`src/rtl/rr_stream_mux.sv`:
```
// N:1 valid/ready stream multiplexer with round-robin or fixed-priority arbitration,
// a registered single-stage output and optional per-packet grant locking.
module rr_stream_mux #(
    parameter int unsigned WIDTH = 4,
    parameter int unsigned N_IN  = 4,
    parameter int unsigned SEL_W = $clog2(N_IN),
    parameter int unsigned RR    = 1,
    parameter int unsigned LOCK  = 0
) (
    input  logic                    clk,
    input  logic                    rst,
    input  logic [N_IN-1:0]         in_valid,
    input  logic [N_IN-1:0]         in_last,
    input  logic [N_IN*WIDTH-1:0]   in_data,
    output logic [N_IN-1:0]         in_ready,
    output logic                    out_valid,
    input  logic                    out_ready,
    output logic [WIDTH-1:0]        out_data,
    output logic [SEL_W-1:0]        out_sel,
    output logic                    out_last
);

    typedef enum logic {
        S_IDLE,
        S_LOCKED
    } lock_state_t;

    lock_state_t        r_state;
    lock_state_t        w_state_nxt;
    logic [SEL_W-1:0]   r_lock_ch;
    logic [SEL_W-1:0]   w_lock_ch_nxt;
    logic               w_locked;

    logic [SEL_W-1:0]   r_ptr;
    logic               r_out_valid;
    logic [WIDTH-1:0]   r_out_data;
    logic [SEL_W-1:0]   r_out_sel;
    logic               r_out_last;

    logic               w_load;
    logic [SEL_W-1:0]   w_rr_grant;
    logic               w_rr_found;
    logic [SEL_W-1:0]   w_fp_grant;
    logic               w_fp_found;
    logic [SEL_W-1:0]   w_grant;
    logic               w_grant_valid;
    logic               w_accept;
    logic [WIDTH-1:0]   w_data;
    logic               w_last;

    assign w_load = !r_out_valid || out_ready;

    // Round-robin search in two passes: channels above the pointer first, then wrap to 0..ptr.
    always_comb begin
        w_rr_grant = '0;
        w_rr_found = 1'b0;
        for (int unsigned i = 0; i < N_IN; i++) begin
            if (!w_rr_found && in_valid[i] && (i > 32'(r_ptr))) begin
                w_rr_found = 1'b1;
                w_rr_grant = i[SEL_W-1:0];
            end
        end
        for (int unsigned i = 0; i < N_IN; i++) begin
            if (!w_rr_found && in_valid[i] && (i <= 32'(r_ptr))) begin
                w_rr_found = 1'b1;
                w_rr_grant = i[SEL_W-1:0];
            end
        end
    end

    always_comb begin
        w_fp_grant = '0;
        w_fp_found = 1'b0;
        for (int unsigned i = 0; i < N_IN; i++) begin
            if (!w_fp_found && in_valid[i]) begin
                w_fp_found = 1'b1;
                w_fp_grant = i[SEL_W-1:0];
            end
        end
    end

    always_comb begin
        if (w_locked) begin
            w_grant = r_lock_ch;
        end else if (RR != 0) begin
            w_grant = w_rr_grant;
        end else begin
            w_grant = w_fp_grant;
        end
    end

    always_comb begin
        w_grant_valid = 1'b0;
        w_data        = '0;
        w_last        = 1'b0;
        for (int unsigned i = 0; i < N_IN; i++) begin
            if (w_grant == i[SEL_W-1:0]) begin
                w_grant_valid = in_valid[i];
                w_data        = in_data[i*WIDTH +: WIDTH];
                w_last        = in_last[i];
            end
        end
    end

    assign w_accept = w_load && w_grant_valid;

    always_comb begin
        in_ready = '0;
        for (int unsigned i = 0; i < N_IN; i++) begin
            if (w_accept && (w_grant == i[SEL_W-1:0])) begin
                in_ready[i] = 1'b1;
            end
        end
    end

    // Lock FSM: state register
    always_ff @(posedge clk or posedge rst) begin
        if (rst) begin
            r_state   <= S_IDLE;
            r_lock_ch <= '0;
        end else begin
            r_state   <= w_state_nxt;
            r_lock_ch <= w_lock_ch_nxt;
        end
    end

    // Lock FSM: next state; while locked the grant is the locked channel, so any accept comes from it
    always_comb begin
        w_state_nxt   = r_state;
        w_lock_ch_nxt = r_lock_ch;
        if ((LOCK != 0) && w_accept) begin
            case (r_state)
                S_IDLE: begin
                    if (!w_last) begin
                        w_state_nxt   = S_LOCKED;
                        w_lock_ch_nxt = w_grant;
                    end
                end
                S_LOCKED: begin
                    if (w_last) begin
                        w_state_nxt = S_IDLE;
                    end
                end
                default: w_state_nxt = S_IDLE;
            endcase
        end
    end

    // Lock FSM: outputs
    always_comb begin
        w_locked = (LOCK != 0) && (r_state == S_LOCKED);
    end

    always_ff @(posedge clk or posedge rst) begin
        if (rst) begin
            r_ptr <= SEL_W'(N_IN - 1);
        end else if ((RR != 0) && w_accept) begin
            r_ptr <= w_grant;
        end
    end

    always_ff @(posedge clk or posedge rst) begin
        if (rst) begin
            r_out_valid <= 1'b0;
            r_out_data  <= '0;
            r_out_sel   <= '0;
            r_out_last  <= 1'b0;
        end else if (w_load) begin
            r_out_valid <= w_accept;
            if (w_accept) begin
                r_out_data <= w_data;
                r_out_sel  <= w_grant;
                r_out_last <= w_last;
            end
        end
    end

    assign out_valid = r_out_valid;
    assign out_data  = r_out_data;
    assign out_sel   = r_out_sel;
    assign out_last  = r_out_last;

endmodule

```
`config.mk`:
```
export PLATFORM = sky130hd
export DESIGN_NAME = rr_stream_mux
export DESIGN_NICKNAME = d
export VERILOG_FILES = /design/src/rtl/rr_stream_mux.sv
export SDC_FILE = /design/constraint.sdc
export NUM_CORES = 1
export LEC_CHECK = 0
export ABC_CLOCK_PERIOD_IN_PS = 1780
export CAP_MARGIN = 25
export CORE_MARGIN = 4
export CORE_UTILIZATION = 25
export CTS_CLUSTER_DIAMETER = 120
export DETAILED_ROUTE_END_ITERATION = 8
export PLACE_DENSITY = 0.64
export SETUP_SLACK_MARGIN = 0.5
export SLEW_MARGIN = 25
export SYNTH_ARGS = -nofsm -noshare
export SYNTH_HDL_FRONTEND = slang
export SYNTH_SLANG_ARGS = --single-unit
```
`constraint.sdc`:
```
create_clock -name clk -period 1.78 [get_ports clk]
set_clock_uncertainty 0.1 [all_clocks]
set_input_delay 0.178 -clock clk [delete_from_list [all_inputs] [get_ports clk]]
set_output_delay 0.178 -clock clk [all_outputs]
set_load 0.02 [all_outputs]
```
==> results.py, run 1 <==
metrics = {
    "clocking": {
        "cts_hold_buf": 0,
        "ctsHtreeMaxLevel": 1,
        "numCtsBuffers": 3,
        "clockBufferDepth": 2,
        "clk_latency_ns": 0.26,
        "cts_sinks": 10,
        "tritoncts": "built",
        "path_clk_slew_ns": 0.07,
        "cts_root_buf": "clkbuf_4",
    },
    "setup_path": {
        "cp_max_fo": 5,
        "reg2reg_from": "r_ptr[1]",
        "crit_type": "reg2out",
        "cp_num_buf_inv": 1,
        "crit_arrival_ns": 1.73,
        "critical_path.slowest_cell": "dfstp_2",
        "worst_path_largest_cell_delay_ns": 0.58,
        "critPathLaunchType": "register",
        "worst-r2r-setup-slack_ns": -0.05,
        "critical_path.top_delay_family": "flip-flops",
        "worstSetupEndpointType": "output pin",
        "crit_required_ns": 1.50,
        "timing.rr.end": "out_data[2]",
        "cp_cell_sequence": "nand2_1 -> a21o_1 -> a311oi_4 -> and2_4 -> nor2b_4 -> buf_6",
        "reg2reg_depth": 8,
    },
    "finish": {
        "final_cell_mix": "buf_4 (32), clkdlybuf4s50_1 (23), nand2_1 (17), nor2_1 (8), dfrtp_1 (8)",
        "drive_gt1_frac": 0.424,
        "nets": 198,
        "final_common_cell": "buf_4",
        "syn_to_final_growth_pct": 100,
        "antenna_cells": 0,
    },
    "sta": {
        "rsz0062_at_grt": "yes",
        "min_period_ns": 2.01,
        "hold_viol_final": 0,
        "fmax_mhz": 497,
        "hold-worst-slack_ns": 0.0898,
        "setup_ws_ns": -0.231,
        "slew_headroom": 0.750,
        "worst_pin_slew_ns": 0.374,
        "fin_tns_setup_ns": -0.762,
        "slew_violations": 0,
        "finalSetupViolCount": 7,
        "finalCritPeriodShare": 1.13,
    },
    "power_and_ir_drop": {
        "powerDensity_nw_per_um2": 784,
        "peakVddDrop_mv": 0.361,
        "p_leak_nw": 0.694,
    },
    "synthesis": {
        "ys_warn_count": 0,
        "synth_nets": 126,
        "ys.flop_type": "dfrtp_1",
        "ys_top_cells_by_area": "dfrtp_1 (25%), nand2_1 (8.1%), dfstp_2 (6.6%)",
        "synthCells": 99,
        "syn_area_um2": 791,
        "yosysSeqAreaShare": 0.320,
        "synth_area_leader_cell": "dfrtp_1",
        "yosysTopAreaCellShare": 0.253,
        "synth.distinct_cells": 39,
        "syn_avg_cell_area_um2": 7.99,
        "async_reset_ff_frac": 1.00,
        "synth_seq_cells": 10,
        "synth-edff-count": 0,
    },
    "die": {
        "start_util": 0.261,
        "coreArea_um2": 3030,
        "fp.dieH_um": 64.2,
        "rows": 20,
        "dieArea_um2": 4130,
        "die_x_um": 64.2,
        "num_io_pins": 39,
    },
    "grt": {
        "antenna_found_initial": 0,
        "overflow": 0,
        "grt_pass1_vias": 980,
        "grt_pass1_wl_um": 4360,
        "grt_max_degree": 11,
        "track_usage": 0.132,
    },
    "route": {
        "ant_nets": 0,
        "drc": 0,
        "dr.pass1.iters": 3,
        "wl_per_cell_um": 12.4,
        "vias": 981,
        "vias_per_cell": 4.58,
        "routed_wirelength_um": 2650,
        "drt_iter0_markers": 8,
    },
    "outcome": {
        "status": "finished, violations left",
        "violations": "setup timing",
    },
    "run": {
        "maxCapViolations": 0,
    },
    "placement": {
        "gp_congestion": 0.855,
        "port_buffers": 38,
        "dp_hpwl_um": 2160,
    },
    "min_path": {
        "hold_class": "in2async",
    },
}
[logic make-up (layout without fill, tap and decap cells)]
family	Yosys count	after routing	share of synthesized area
and+or+nand+nor	46	46	0.285
AOI/OAI and AO/OA	31	31	0.299
DFF	10	10	0.320
buffers and inverters	9	80	0.0585
muxes	3	3	0.0380
[registers in the layout, summed over array words and instances (netlist names)]
| signal | flops |
|---|---|
| out_last | 1 |
| out_data | 4 |
| out_sel | 2 |
| out_valid | 1 |
| r_ptr | 2 |
[power breakdown]
group	internal (mW)	switching, mW	total [mW]
sequential	0.284	0.0347	0.319
combinational	0.394	0.329	0.724
clock	0.124	0.0765	0.201
total	0.803	0.441	1.24
[Yosys cell counts, types with 2 or more instances]
master	n
nand2_1	17
nor2_1	11
dfrtp_1	8
a21o_1	4
a21oi_1	4
buf_2	4
inv_1	3
mux2i_1	3
nand4_1	3
nor2b_1	3
o21ai_0	3
o21ai_1	3
a31o_2	2
and2_1	2
and4_1	2
dfstp_2	2
o211ai_1	2
o31ai_1	2
[worst max-delay path by stage]
stage	cells past startpoint	slack, ns	to	from
global route	6	-0.32	in_ready[2]	r_ptr[1]
detailed placement	6	-0.74	in_ready[2]	in_valid[3]
finish	6	-0.23	in_ready[2]	r_ptr[1]
floorplan	5	0.08	in_ready[2]	r_ptr[1]
global placement	6	-0.72	in_ready[2]	in_valid[3]
CTS	6	-0.25	in_ready[2]	r_ptr[1]
[worst reg2reg max path, delay by kind of cell, from the launching register on]
family | cells | cell delay (ns)
AND/OR/NAND/NOR | 2 | 0.29
buffers and inverters | 3 | 0.36
flip-flops | 1 | 0.58
AO/OA/AOI/OAI | 3 | 0.39
[cell type report]
cell class,instances,area [um2]
Clock buffer,4,36.3
Fill cell,301,1440
Inverter,3,11.3
Multi-Input combinational cell,80,583
Sequential cell,10,253
Tap cell,44,55.1
Timing Repair Buffer,73,647
[timing repair]
| item | 4_1_cts | 5_1_grt |
|---|---|---|
| setup endpoints to repair | 22 | 17 |
| resized for setup | 44 | 11 |
| pin swaps | 9 | 5 |
| setup buffers | 2 | 3 |
[routing by layer]
layer	wire (um)	track usage
met2	1340	0.237
met1	1150	0.158
met5	0	0
met3	153	0.0475
met4	0	0.00792
[through the flow]
stage	power [mW]	std cells	setup slack [ns]	cell area, um2	utilization
3_5_place_dp	0.998	205	-0.736	1470	0.487
4_1_cts	1.21	211	-0.255	1530	0.505
6_report	1.24	214	-0.231	1590	0.524
5_1_grt	1.33	214	-0.316	1590	0.524
2_1_floorplan	0.688	99	0.0831	862	-
3_3_place_gp	0.989	205	-0.717	1470	0.487
(Power assumes the default switching activity.)
==> run 2: changes to the inputs <==
- ABC_CLOCK_PERIOD_IN_PS: 1780 -> 2300
- CORE_MARGIN: 4 -> 8
- HOLD_SLACK_MARGIN: unset -> 0.12
- clock period: 1.78 -> 2.3 ns (I/O delays scaled with it)
==> run 2 against run 1 <==
The run now ends clean. Worst setup slack improved by 0.45 ns. Via count rose by 0.41%. Cell count fell by 2.8%. Wire length rose by 6.9%. Combinational power fell by 22%. Total power fell by 22%. Global-route usage fell by 2.3 points. Flip-flop and latch count did not move.
==> results.py, run 2 (synthesis results as in run 1) <==
metrics = {
    "outcome": {
        "status": "completed",
    },
    "clocking": {
        "ctsHtreeMaxLevel": 1,
        "clk_latency_ns": 0.28,
        "path_clk_slew_ns": 0.07,
        "cts_root_buf": "clkbuf_4",
        "tritoncts": "built",
        "cts_sinks": 10,
        "clockBufferDepth": 2,
        "numCtsBuffers": 3,
    },
    "sta": {
        "slew_violations": 0,
        "setup_ws_ns": 0.224,
        "slew_headroom": 0.760,
        "rsz0062_at_grt": "yes",
        "finalSetupViolCount": 0,
        "fmax_mhz": 482,
        "hold_viol_final": 0,
        "finalCritPeriodShare": 0.903,
        "worst_pin_slew_ns": 0.359,
        "hold-worst-slack_ns": 0.115,
        "min_period_ns": 2.08,
    },
    "die": {
        "rows": 20,
        "num_io_pins": 39,
        "start_util": 0.261,
        "dieArea_um2": 5220,
        "die_x_um": 72.2,
        "coreArea_um2": 3030,
        "fp.dieH_um": 72.2,
    },
    "setup_path": {
        "cp_max_fo": 3,
        "cp_cell_sequence": "nand2_1 -> a21o_1 -> a311oi_4 -> and2_4 -> nor2b_4 -> buf_6",
        "crit_arrival_ns": 1.75,
        "crit_required_ns": 1.97,
        "critical_path.slowest_cell": "dfstp_2",
        "worst-r2r-setup-slack_ns": 0.45,
        "reg2reg_from": "r_ptr[1]",
        "cp_num_buf_inv": 1,
        "reg2reg_depth": 8,
        "worst_path_largest_cell_delay_ns": 0.56,
        "critPathLaunchType": "register",
        "worstSetupEndpointType": "output pin",
        "crit_type": "reg2out",
        "timing.rr.end": "out_data[2]",
        "critical_path.top_delay_family": "flip-flops",
    },
    "power_and_ir_drop": {
        "cell_internal_pwr_mw": 0.619,
        "total_power_mw": 0.975,
        "peakVddDrop_mv": 0.337,
        "p_leak_nw": 0.658,
        "p_comb_frac": 0.582,
        "switching_share": 0.365,
        "power_switching_mw": 0.356,
        "p_clk_frac": 0.168,
        "powerDensity_nw_per_um2": 631,
        "seqPwrFrac": 0.249,
    },
    "grt": {
        "overflow": 0,
        "antenna_found_initial": 0,
        "grt_max_degree": 11,
        "grt_pass1_wl_um": 4570,
        "track_usage": 0.109,
        "grt_pass1_vias": 1068,
    },
    "finish": {
        "drive_gt1_frac": 0.384,
        "finish.instance_area_um2": 1550,
        "post-route-util": 0.511,
        "final_common_cell": "clkdlybuf4s50_1",
        "syn_to_final_growth_pct": 95.6,
        "final_cell_mix": "clkdlybuf4s50_1 (31), buf_4 (27), nand2_1 (16), nor2_1 (8), dfrtp_1 (8)",
        "nets": 192,
        "fillers": 305,
        "antenna_cells": 0,
        "largest_register_ffs": 4,
    },
    "placement": {
        "port_buffers": 38,
        "gp_congestion": 0.913,
        "dp_hpwl_um": 2330,
        "place_worst_setup_slack_ns": -0.386,
        "postPlaceCellArea_um2": 1400,
    },
    "route": {
        "ant_nets": 0,
        "dr.pass1.iters": 2,
        "drt_iter0_markers": 18,
        "vias_per_cell": 4.74,
        "drc": 0,
        "routed_wirelength_um": 2830,
        "wl_per_cell_um": 13.6,
        "vias": 985,
    },
    "run": {
        "maxCapViolations": 0,
    },
    "min_path": {
        "hold_class": "in2async",
    },
}
-- run 2: cell types whose count changed in the layout (fill, tap and decap cells not counted), sizes merged --
cell / before / now
clkdlybuf4s15: 4 / 0
buf: 40 / 33
clkdlybuf4s50: 23 / 31
dlygate4sd2: 6 / 3
-- run 2: layout make-up --
type | count | area (um2) | area share
clock buffers | 4 | 36.3 | 0.0235
inverters | 3 | 11.3 | 0.00728
multi-input cells | 80 | 591 | 0.382
flip-flops and latches | 10 | 253 | 0.163
well taps | 44 | 55.1 | 0.0356
repair buffers | 67 | 601 | 0.388
-- run 2: worst max path at each step --
stage | from | endpoint | slack [ns] | cells after the start
global route | r_ptr[1] | in_ready[2] | 0.17 | 6
global placement | in_valid[1] | in_ready[3] | -0.33 | 7
finish | r_ptr[1] | in_ready[2] | 0.22 | 6
detailed placement | in_valid[1] | in_ready[2] | -0.39 | 7
CTS | r_ptr[1] | in_ready[2] | 0.18 | 6
floorplan | r_ptr[1] | in_ready[2] | 0.50 | 5
-- run 2: power groups by stage --
| stage | clock [mW] | combinational [mW] | sequential [mW] |
|---|---|---|---|
| finish | 0.164 | 0.568 | 0.243 |
| floorplan | 0 | 0.219 | 0.282 |
| global placement | 0 | 0.487 | 0.246 |
| CTS | 0.170 | 0.521 | 0.244 |
| global route | 0.174 | 0.612 | 0.248 |
| detailed placement | 0 | 0.495 | 0.246 |
-- run 2: routing by layer --
| metal | GRT usage | wire [um] |
|---|---|---|
| met1 | 0.107 | 1130 |
| met2 | 0.203 | 1440 |
| met3 | 0.0482 | 248 |
| met4 | 0.0272 | 19 |
| met5 | 0 | 0 |
-- run 2: metrics by stage --
| step | setup TNS, ns | std cells |
|---|---|---|
| global route | 0 | 208 |
| global placement | -1.14 | 201 |
| floorplan | 0 | 99 |
| detailed placement | -1.28 | 201 |
| finish | 0 | 208 |
| CTS | 0 | 208 |
-- run 2: repair_timing --
| action | 4_1_cts | 5_1_grt |
|---|---|---|
| gates resized for setup | 31 | 15 |
| pin swaps | 10 | 3 |
| setup endpoints to repair | 10 | 13 |
| hold buffers | 0 | 0 |
| buffers inserted | 3 | 0 |
